**src/rtl/uart_tx_arbiter.sv**
```systemverilog
// uart_tx_arbiter
// Shares one UART transmitter among NUM_REQ byte-stream requesters using
// round-robin arbitration. The owner keeps the grant until it marks the end
// of its message, reaches MAX_BURST bytes, or has no byte available.
//
// Ports:
//   clk          system clock
//   reset        synchronous, active-high reset
//   req_data     requester i byte at [i*DATA_WIDTH +: DATA_WIDTH]
//   req_valid    requester i has a byte
//   req_last     requester i byte is the last of its message
//   req_ready    one-hot-or-zero, requester i byte consumed this cycle
//   tx_data      byte to the UART transmitter (held between pulses)
//   tx_valid     single-cycle pulse to the UART transmitter
//   tx_ready     UART transmitter idle
//   grant_valid  a requester currently owns the transmitter
//   grant_id     index of the owner
module uart_tx_arbiter #(
  parameter int DATA_WIDTH = 8,
  parameter int NUM_REQ    = 4,
  parameter int MAX_BURST  = 4,
  localparam int ID_W      = $clog2(NUM_REQ)
) (
  input  logic                          clk,
  input  logic                          reset,
  input  logic [NUM_REQ*DATA_WIDTH-1:0] req_data,
  input  logic [NUM_REQ-1:0]            req_valid,
  input  logic [NUM_REQ-1:0]            req_last,
  output logic [NUM_REQ-1:0]            req_ready,
  output logic [DATA_WIDTH-1:0]         tx_data,
  output logic                          tx_valid,
  input  logic                          tx_ready,
  output logic                          grant_valid,
  output logic [ID_W-1:0]               grant_id
);

  typedef enum logic [1:0] {
    IDLE  = 2'd0,
    GRANT = 2'd1,
    SEND  = 2'd2,
    DRAIN = 2'd3
  } state_t;

  state_t                state_r, state_s;
  logic [ID_W-1:0]       grant_id_r, grant_id_s;
  logic [ID_W-1:0]       ptr_r, ptr_s;
  logic [7:0]            burst_cnt_r, burst_cnt_s;
  logic                  last_r, last_s;
  logic [DATA_WIDTH-1:0] tx_data_r, tx_data_s;
  logic                  tx_valid_r, tx_valid_s;
  logic                  grant_valid_r, grant_valid_s;
  logic [NUM_REQ-1:0]    req_ready_s;

  // First requester with valid set, searching ptr+1, ptr+2, ... modulo
  // NUM_REQ. Iterating from the farthest offset down lets the nearest one
  // overwrite the result last.
  function automatic logic [ID_W-1:0] pick_winner(
    input logic [NUM_REQ-1:0] valid,
    input logic [ID_W-1:0]    ptr
  );
    logic [ID_W-1:0] win;
    int              idx;
    win = '0;
    for (int k = NUM_REQ; k >= 1; k--) begin
      idx = (int'(ptr) + k) % NUM_REQ;
      if (valid[idx]) begin
        win = ID_W'(idx);
      end
    end
    return win;
  endfunction

  // Next-state and next-output computation for the arbitration FSM.
  always_comb begin
    state_s       = state_r;
    grant_id_s    = grant_id_r;
    ptr_s         = ptr_r;
    burst_cnt_s   = burst_cnt_r;
    last_s        = last_r;
    tx_data_s     = tx_data_r;
    tx_valid_s    = 1'b0;
    grant_valid_s = grant_valid_r;
    req_ready_s   = '0;
    case (state_r)
      IDLE: begin
        if (|req_valid) begin
          grant_id_s    = pick_winner(req_valid, ptr_r);
          ptr_s         = grant_id_s;
          burst_cnt_s   = 8'd0;
          grant_valid_s = 1'b1;
          state_s       = GRANT;
        end else begin
          state_s = IDLE;
        end
      end
      GRANT: begin
        if (!req_valid[grant_id_r]) begin
          // Owner ran dry: give the transmitter back.
          grant_valid_s = 1'b0;
          state_s       = IDLE;
        end else if (tx_ready) begin
          req_ready_s[grant_id_r] = 1'b1;
          tx_data_s   = req_data[int'(grant_id_r)*DATA_WIDTH +: DATA_WIDTH];
          last_s      = req_last[grant_id_r];
          burst_cnt_s = burst_cnt_r + 8'd1;
          tx_valid_s  = 1'b1;
          state_s     = SEND;
        end else begin
          state_s = GRANT;
        end
      end
      SEND: begin
        state_s = DRAIN;
      end
      DRAIN: begin
        // tx_ready low means the UART took the byte and is framing it.
        if (!tx_ready) begin
          if (last_r || (burst_cnt_r == 8'(MAX_BURST))) begin
            grant_valid_s = 1'b0;
            state_s       = IDLE;
          end else begin
            state_s = GRANT;
          end
        end else begin
          state_s = DRAIN;
        end
      end
      default: begin
        grant_valid_s = 1'b0;
        state_s       = IDLE;
      end
    endcase
  end

  // State and output registers with synchronous reset.
  always_ff @(posedge clk) begin
    if (reset) begin
      state_r       <= IDLE;
      grant_id_r    <= '0;
      ptr_r         <= ID_W'(NUM_REQ - 1);
      burst_cnt_r   <= 8'd0;
      last_r        <= 1'b0;
      tx_data_r     <= '0;
      tx_valid_r    <= 1'b0;
      grant_valid_r <= 1'b0;
    end else begin
      state_r       <= state_s;
      grant_id_r    <= grant_id_s;
      ptr_r         <= ptr_s;
      burst_cnt_r   <= burst_cnt_s;
      last_r        <= last_s;
      tx_data_r     <= tx_data_s;
      tx_valid_r    <= tx_valid_s;
      grant_valid_r <= grant_valid_s;
    end
  end

  // req_ready must be combinational so the byte is consumed in the cycle it
  // is captured; it is suppressed while reset is asserted.
  assign req_ready   = req_ready_s & {NUM_REQ{~reset}};
  assign tx_data     = tx_data_r;
  assign tx_valid    = tx_valid_r;
  assign grant_valid = grant_valid_r;
  assign grant_id    = grant_id_r;

endmodule
```
**config.mk**
```make
export PLATFORM = sky130hd
export DESIGN_NAME = uart_tx_arbiter
export DESIGN_NICKNAME = d
export VERILOG_FILES = /design/src/rtl/uart_tx_arbiter.sv
export SDC_FILE = /design/constraint.sdc
export NUM_CORES = 1
export LEC_CHECK = 0
export BUFFER_PORTS_ARGS = -buffer_cell sky130_fd_sc_hd__buf_2
export CORE_ASPECT_RATIO = 0.8
export CORE_MARGIN = 1.5
export CORE_UTILIZATION = 48
export DETAILED_ROUTE_END_ITERATION = 6
export GPL_ROUTABILITY_DRIVEN = 0
export GPL_TIMING_DRIVEN = 1
export MAX_ROUTING_LAYER = met4
export PLACE_DENSITY = 0.81
export REMOVE_ABC_BUFFERS = 1
export SYNTH_ARGS = -nofsm -noshare
export SYNTH_HDL_FRONTEND = slang
export SYNTH_SLANG_ARGS = --single-unit
```
**constraint.sdc**
```tcl
create_clock -name clk -period 2.1 [get_ports clk]
set_clock_uncertainty 0.15 [all_clocks]
set_input_delay 0 -clock clk [delete_from_list [all_inputs] [get_ports clk]]
set_output_delay 0 -clock clk [all_outputs]
set_load 0.03 [all_outputs]
```
==> results.cfg, run 1 <==
[clock_network]
max-clock-path-buffers = 2
cts.sinks = 25
clk_latency_ns = 0.27
cts_buffers = 3
cts_tree = built
cts_htree_levels = 1
ctsRootBufferMaster = clkbuf_8
post_cts_buffers = 0
path_clk_slew_ns = 0.09

[timing]
period_needed_ns = 2.00
rsz0062_at_grt = no
max_freq_ghz = 0.501
period_share_pct = 95.1
worst_pin_slew_ns = 0.475
drv_slew = 0
tns_ns = 0
final-hold-violation-count = 0
finalSetupViolCount = 0
maxSlewHeadroom_pct = 68.2

[layout]
area_growth_pct = 26.0
final_util_pct = 66.1
design_area_um2 = 1900
layout.nets = 263
final_common_cell = buf_2
drive_above_1_share_pct = 39.6
final_cell_mix = buf_2 (58), nand2_1 (26), dfxtp_1 (25), a21oi_1 (16), nor2_1 (11)
insertedDiodeCount = 0
final_cells = 255
n_fill_cell = 237

[yosys]
yosysSeqAreaShare_pct = 33.3
synth_largest_area_cell = dfxtp_1
synth-main-ff-cell = dfxtp_1
synth_edf_count = 0
async_reset_ff_share_pct = 0
synth.avg_cell_area_um2 = 9.59
ys_types = 42
yosysWarnings = 0
syn_area_um2 = 1510
synth-seq-cells = 25
synthCells = 157
synth_top_cell_area_share_pct = 33.3
synth.area.top_cells = dfxtp_1 (33%), mux4_2 (10%), nand2_1 (6.5%), a21oi_1 (5.3%), mux4_1 (5.2%)

[setup_path]
crit_path_start = grant_id[0]
critPathLaunchType = flop
reg2reg_from = burst_cnt_r[0]
cp-endpoint = req_ready[3]
worstPathArrival_ns = 1.85
cp-end-kind = output pin
reg2reg_to = grant_valid
reg2reg_slack_ns = 0.28
path_buf_inv = 1
crit_required_ns = 1.95
crit_chain = mux4_2, nand3_1, nor2_1, and3_1, buf_2
path_class = flop to output pin
path_max_fanout = 5
crit_path_top_delay_cell = mux4_2
r2r_cells = 7
slowest_delay_ns = 0.56
crit_cells = 5
crit_family = multiplexers

[power]
cellPowerDensity_nw_per_um2 = 723
ir_worst_vdd_mv = 0.696
power_w = 0.00137
p_leak_nw = 0.752

[floorplanning]
die_w_um = 65.6
start_util_pct = 52.4
die-area_um2 = 3480
die_y_um = 53.1
num_rows = 17
coreArea_um2 = 2870
top_level_ports = 59

[placed_design]
place_hpwl_mm = 2.65
placed_area_um2 = 1820
dp_cells = 249
io_buffers = 58

[grt]
grt_pass1_vias = 1204
track_usage_pct = 20.3
grt_pass1_wl_mm = 5.33
antenna_found_initial = 0
grt-ovfl-total = 0
grt_max_degree = 22

[route]
routed_wl_mm = 3.39
viasPerCell = 5.36
route.detailed.drc = 0
dr.pass1.iters = 4
ant_nets = 0
drtIter0Drc = 78
wl_per_cell_um = 13.3
vias = 1367

[min_path]
worstHoldPathType = input port to flop
holdCritStartpoint = req_valid[2]

[flow_run]
maxCapViolCount = 0

[run_status]
status = finished, final reports clean
==> where the power goes <==
part           internal, W  total, W  switching [W]
clock network     0.000134  0.000291       0.000157
logic             0.000238  0.000521       0.000283
registers         0.000518  0.000559      0.0000409
total             0.000890   0.00137       0.000481
==> registers in the layout (all words and copies together) (netlist names) <==
register     flops
ptr_r            2
grant_valid      1
grant_id         2
state_r          2
tx_data          8
tx_valid         1
last_r           1
burst_cnt_r      8
==> worst min-delay path, stage by stage <==
cell and delay, ns:
buf_2 0.13, or4_4 0.18, a311oi_2 0.09
==> cells by family (layout without fill, tap and decap cells) <==
logic type / after synthesis / after routing / share of synthesized area (%)
AOI/OAI and AO/OA: 34 / 34 / 15.1
xor gates and xnor gates: 6 / 6 / 3.49
adders and majority gates: 2 / 2 / 1.66
buffers and inverters: 12 / 72 / 4.41
DFF: 25 / 25 / 33.3
muxes: 12 / 12 / 17.4
and+or+nand+nor: 66 / 66 / 24.7
==> layout make-up <==
| cell class | instances | area [um2] | share of cell area [%] |
|---|---|---|---|
| tap | 38 | 47.5 | 2.51 |
| multi-input combinational | 120 | 945 | 49.8 |
| timing repair buffer | 64 | 340 | 17.9 |
| inverter | 4 | 15.0 | 0.792 |
| clock buffer | 3 | 41.3 | 2.18 |
| clock inverter | 1 | 7.51 | 0.396 |
| sequential | 25 | 500 | 26.4 |
==> how the worst min path moves through the flow <==
stage	to	slack, ns	cells past startpoint
after floorplan	burst_cnt_r[0]	-0.09	1
after global placement	tx_data[0]	0.26	2
after detailed placement	last_r	0.27	2
after CTS	grant_id[0]	0.01	3
after global routing	grant_id[0]	0.04	3
final	grant_id[0]	0.03	3
==> metrics by stage <==
stage	setup WS, ns	hold WS [ns]
6_report	0.102	0.0287
5_1_grt	0.0129	0.0387
4_1_cts	0.0446	0.0103
3_5_place_dp	0.122	0.268
3_3_place_gp	0.175	0.263
2_1_floorplan	-0.612	-0.0854
==> per-layer routing <==
metal	up-vias	GRT usage (%)	wire length [um]	share of wire [%]
met2	24	35.9	1700	50
met4	0	3.13	12	0.35
met5	-	-	0	0
met3	2	4.04	113	3.3
met1	645	24.7	1560	46
li1	696	-	-	-
==> Yosys cell counts (2+ instances only) <==
| cell | instances |
|---|---|
| a211oi_1 | 2 |
| a21oi_1 | 16 |
| a31oi_1 | 3 |
| buf_2 | 2 |
| buf_6 | 2 |
| clkbuf_1 | 3 |
| dfxtp_1 | 25 |
| ha_1 | 2 |
| inv_1 | 4 |
| mux4_1 | 3 |
| mux4_2 | 7 |
| nand2_1 | 26 |
| nand2b_1 | 4 |
| nand3_1 | 5 |
| nand4_1 | 2 |
| nor2_1 | 11 |
| nor3_1 | 3 |
| nor3b_1 | 2 |
| nor4_4 | 2 |
| o21ai_0 | 6 |
| xnor2_1 | 6 |
==> what timing repair did <==
| item | 4_1_cts | 5_1_grt |
|---|---|---|
| endpoints found under the hold margin | 10 | 0 |
| hold buffers | 2 | 0 |
| resized for setup | 0 | 3 |
| setup endpoints to repair | 0 | 4 |
Power figures use the tool's default switching activity.
==> run 2, diff against run 1 <==
--- a/config.mk
+++ b/config.mk
@@ -6,14 +6,16 @@
 export NUM_CORES = 1
 export LEC_CHECK = 0
 export BUFFER_PORTS_ARGS = -buffer_cell sky130_fd_sc_hd__buf_2
-export CORE_ASPECT_RATIO = 0.8
+export CELL_PAD_IN_SITES_DETAIL_PLACEMENT = 1
+export CELL_PAD_IN_SITES_GLOBAL_PLACEMENT = 1
+export CORE_ASPECT_RATIO = 0.75
 export CORE_MARGIN = 1.5
-export CORE_UTILIZATION = 48
+export CORE_UTILIZATION = 35
 export DETAILED_ROUTE_END_ITERATION = 6
 export GPL_ROUTABILITY_DRIVEN = 0
 export GPL_TIMING_DRIVEN = 1
 export MAX_ROUTING_LAYER = met4
-export PLACE_DENSITY = 0.81
+export PLACE_DENSITY = 0.8
 export REMOVE_ABC_BUFFERS = 1
 export SYNTH_ARGS = -nofsm -noshare
 export SYNTH_HDL_FRONTEND = slang
==> run 2 against run 1 <==
Net effect:
- clock power increased by 6.9%
- sequential cell count unchanged
- via count increased by 4.0%
- power increased by 3.3%
- wire length increased by 17%
- worst hold slack got worse by 0.022 ns
- sequential share of layout area decreased by 0.45 points
- core utilization decreased by 19 points
- sequential power increased by 0.7%
- register-to-register slack got worse by 0.08 ns
- critical path depth unchanged
- non-clock buffer count increased by 1
==> results.cfg, run 2 (same netlist as run 1, synthesis figures left out) <==
[route]
routed_wl_mm = 3.97
ant_nets = 0
dr.pass1.iters = 4
viasPerCell = 5.21
wl_per_cell_um = 14.5
drtIter0Drc = 42
vias = 1422
route.detailed.drc = 0

[timing]
finalSetupViolCount = 0
max_freq_ghz = 0.498
whs_ns = 0.00665
final-hold-violation-count = 0
drv_slew = 0
worst_pin_slew_ns = 0.453
rsz0062_at_grt = no
maxSlewHeadroom_pct = 69.8
period_needed_ns = 2.01
period_share_pct = 95.6

[power]
pwr-share-clk_pct = 22.0
intPower_w = 0.000901
ir_worst_vdd_mv = 0.310
power.switching_w = 0.000515
p_leak_nw = 0.762
comb_power_share_pct = 38.3
swShare_pct = 36.4
cellPowerDensity_nw_per_um2 = 732
sequentialPowerShare_pct = 39.7

[min_path]
hold_depth = 3
worstHoldPathType = input port to flop
holdCritStartpoint = req_valid[2]
min_to = grant_id[0]

[placed_design]
placed_area_um2 = 1850
io_buffers = 58
place_hpwl_mm = 2.99
dp_cells = 267

[grt]
grt-ovfl-total = 0
grt_max_degree = 22
track_usage_pct = 18.9
grt_pass1_vias = 1437
antenna_found_initial = 0
grt_pass1_wl_mm = 6.56

[layout]
layout.nets = 264
final_cells = 273
n_fill_cell = 487
area_growth_pct = 28.5
design_area_um2 = 1930
insertedDiodeCount = 0
final_util_pct = 47.4
drive_above_1_share_pct = 39.9
final_cell_mix = buf_2 (58), nand2_1 (26), dfxtp_1 (24), a21oi_1 (16), nor2_1 (11)
final_common_cell = buf_2

[floorplanning]
coreArea_um2 = 4080
num_rows = 20
start_util_pct = 36.9
die-area_um2 = 4710
top_level_ports = 59
die_y_um = 59.8
die_w_um = 78.7

[clock_network]
cts.sinks = 25
max-clock-path-buffers = 2
ctsRootBufferMaster = clkbuf_8
path_clk_slew_ns = 0.10
cts_tree = built
clk_latency_ns = 0.28
cts_buffers = 3
cts_htree_levels = 1

[flow_run]
maxCapViolCount = 0

[run_status]
status = finished, final reports clean

[setup_path]
reg2reg_slack_ns = 0.20
reg2reg_to = grant_valid
worstPathArrival_ns = 1.86
crit_required_ns = 1.95
critPathLaunchType = flop
reg2reg_from = burst_cnt_r[0]
cp-end-kind = output pin
r2r_cells = 7
path_class = flop to output pin
path_max_fanout = 6
-- run 2: area by class of cell --
type | count | area [um2] | share of cell area (%)
Clock buffer | 3 | 41.3 | 2.13
Clock inverter | 1 | 8.76 | 0.453
Inverter | 4 | 15.0 | 0.776
Multi-Input combinational cell | 120 | 951 | 49.2
Sequential cell | 25 | 502 | 25.9
Tap cell | 55 | 68.8 | 3.56
Timing Repair Buffer | 65 | 348 | 18.0
-- run 2: power by group through the flow --
stage | combinational [W] | clock, W | sequential, W
after floorplan | 0.000293 | 0 | 0.000640
after global placement | 0.000528 | 0 | 0.000570
after detailed placement | 0.000534 | 0 | 0.000570
after CTS | 0.000541 | 0.000321 | 0.000560
after global routing | 0.000593 | 0.000345 | 0.000570
final | 0.000542 | 0.000311 | 0.000563
-- run 2: worst max-delay path by stage --
| stage | start | to | slack (ns) | cells after the start |
|---|---|---|---|---|
| 3_3_place_gp | burst_cnt_r[0] | grant_valid | 0.27 | 7 |
| 3_5_place_dp | burst_cnt_r[0] | grant_valid | 0.22 | 7 |
| 5_1_grt | grant_id[0] | req_ready[3] | 0.005 | 5 |
| 6_report | grant_id[0] | req_ready[3] | 0.09 | 5 |
| 4_1_cts | grant_id[0] | req_ready[3] | 0.04 | 5 |
| 2_1_floorplan | grant_id[0] | req_ready[0] | -0.61 | 3 |
-- run 2: layer usage --
metal  up-vias  wire (um)  GRT usage (%)
met4         0         31           3.83
met2        45       1810           32.0
li1        702          -              -
met3         4        235           5.50
met1       671       1890           22.8
met5         -          0              -
-- run 2: critical path, cell delays in order, from the launching register on --
cell and delay (ns):
dfxtp_2 0.36, mux4_2 0.58, nand3_4 0.16, nor2_1 0.09
and3_1 0.21, buf_2 0.17
-- run 2: repair_timing --
item	in CTS	in global routing
hold endpoints to repair	12	0
setup endpoints to repair	4	3
pin swaps	0	0
buffers inserted	0	0
gates resized for setup	1	2
hold buffers	2	0
-- run 2: metrics by stage --
step,setup TNS (ns),setup slack [ns],power [W]
after floorplan,-6.10,-0.612,0.000933
after global placement,0,0.272,0.00110
after detailed placement,0,0.221,0.00110
after CTS,0,0.0434,0.00142
after global routing,0,0.00460,0.00151
final,0,0.0914,0.00142
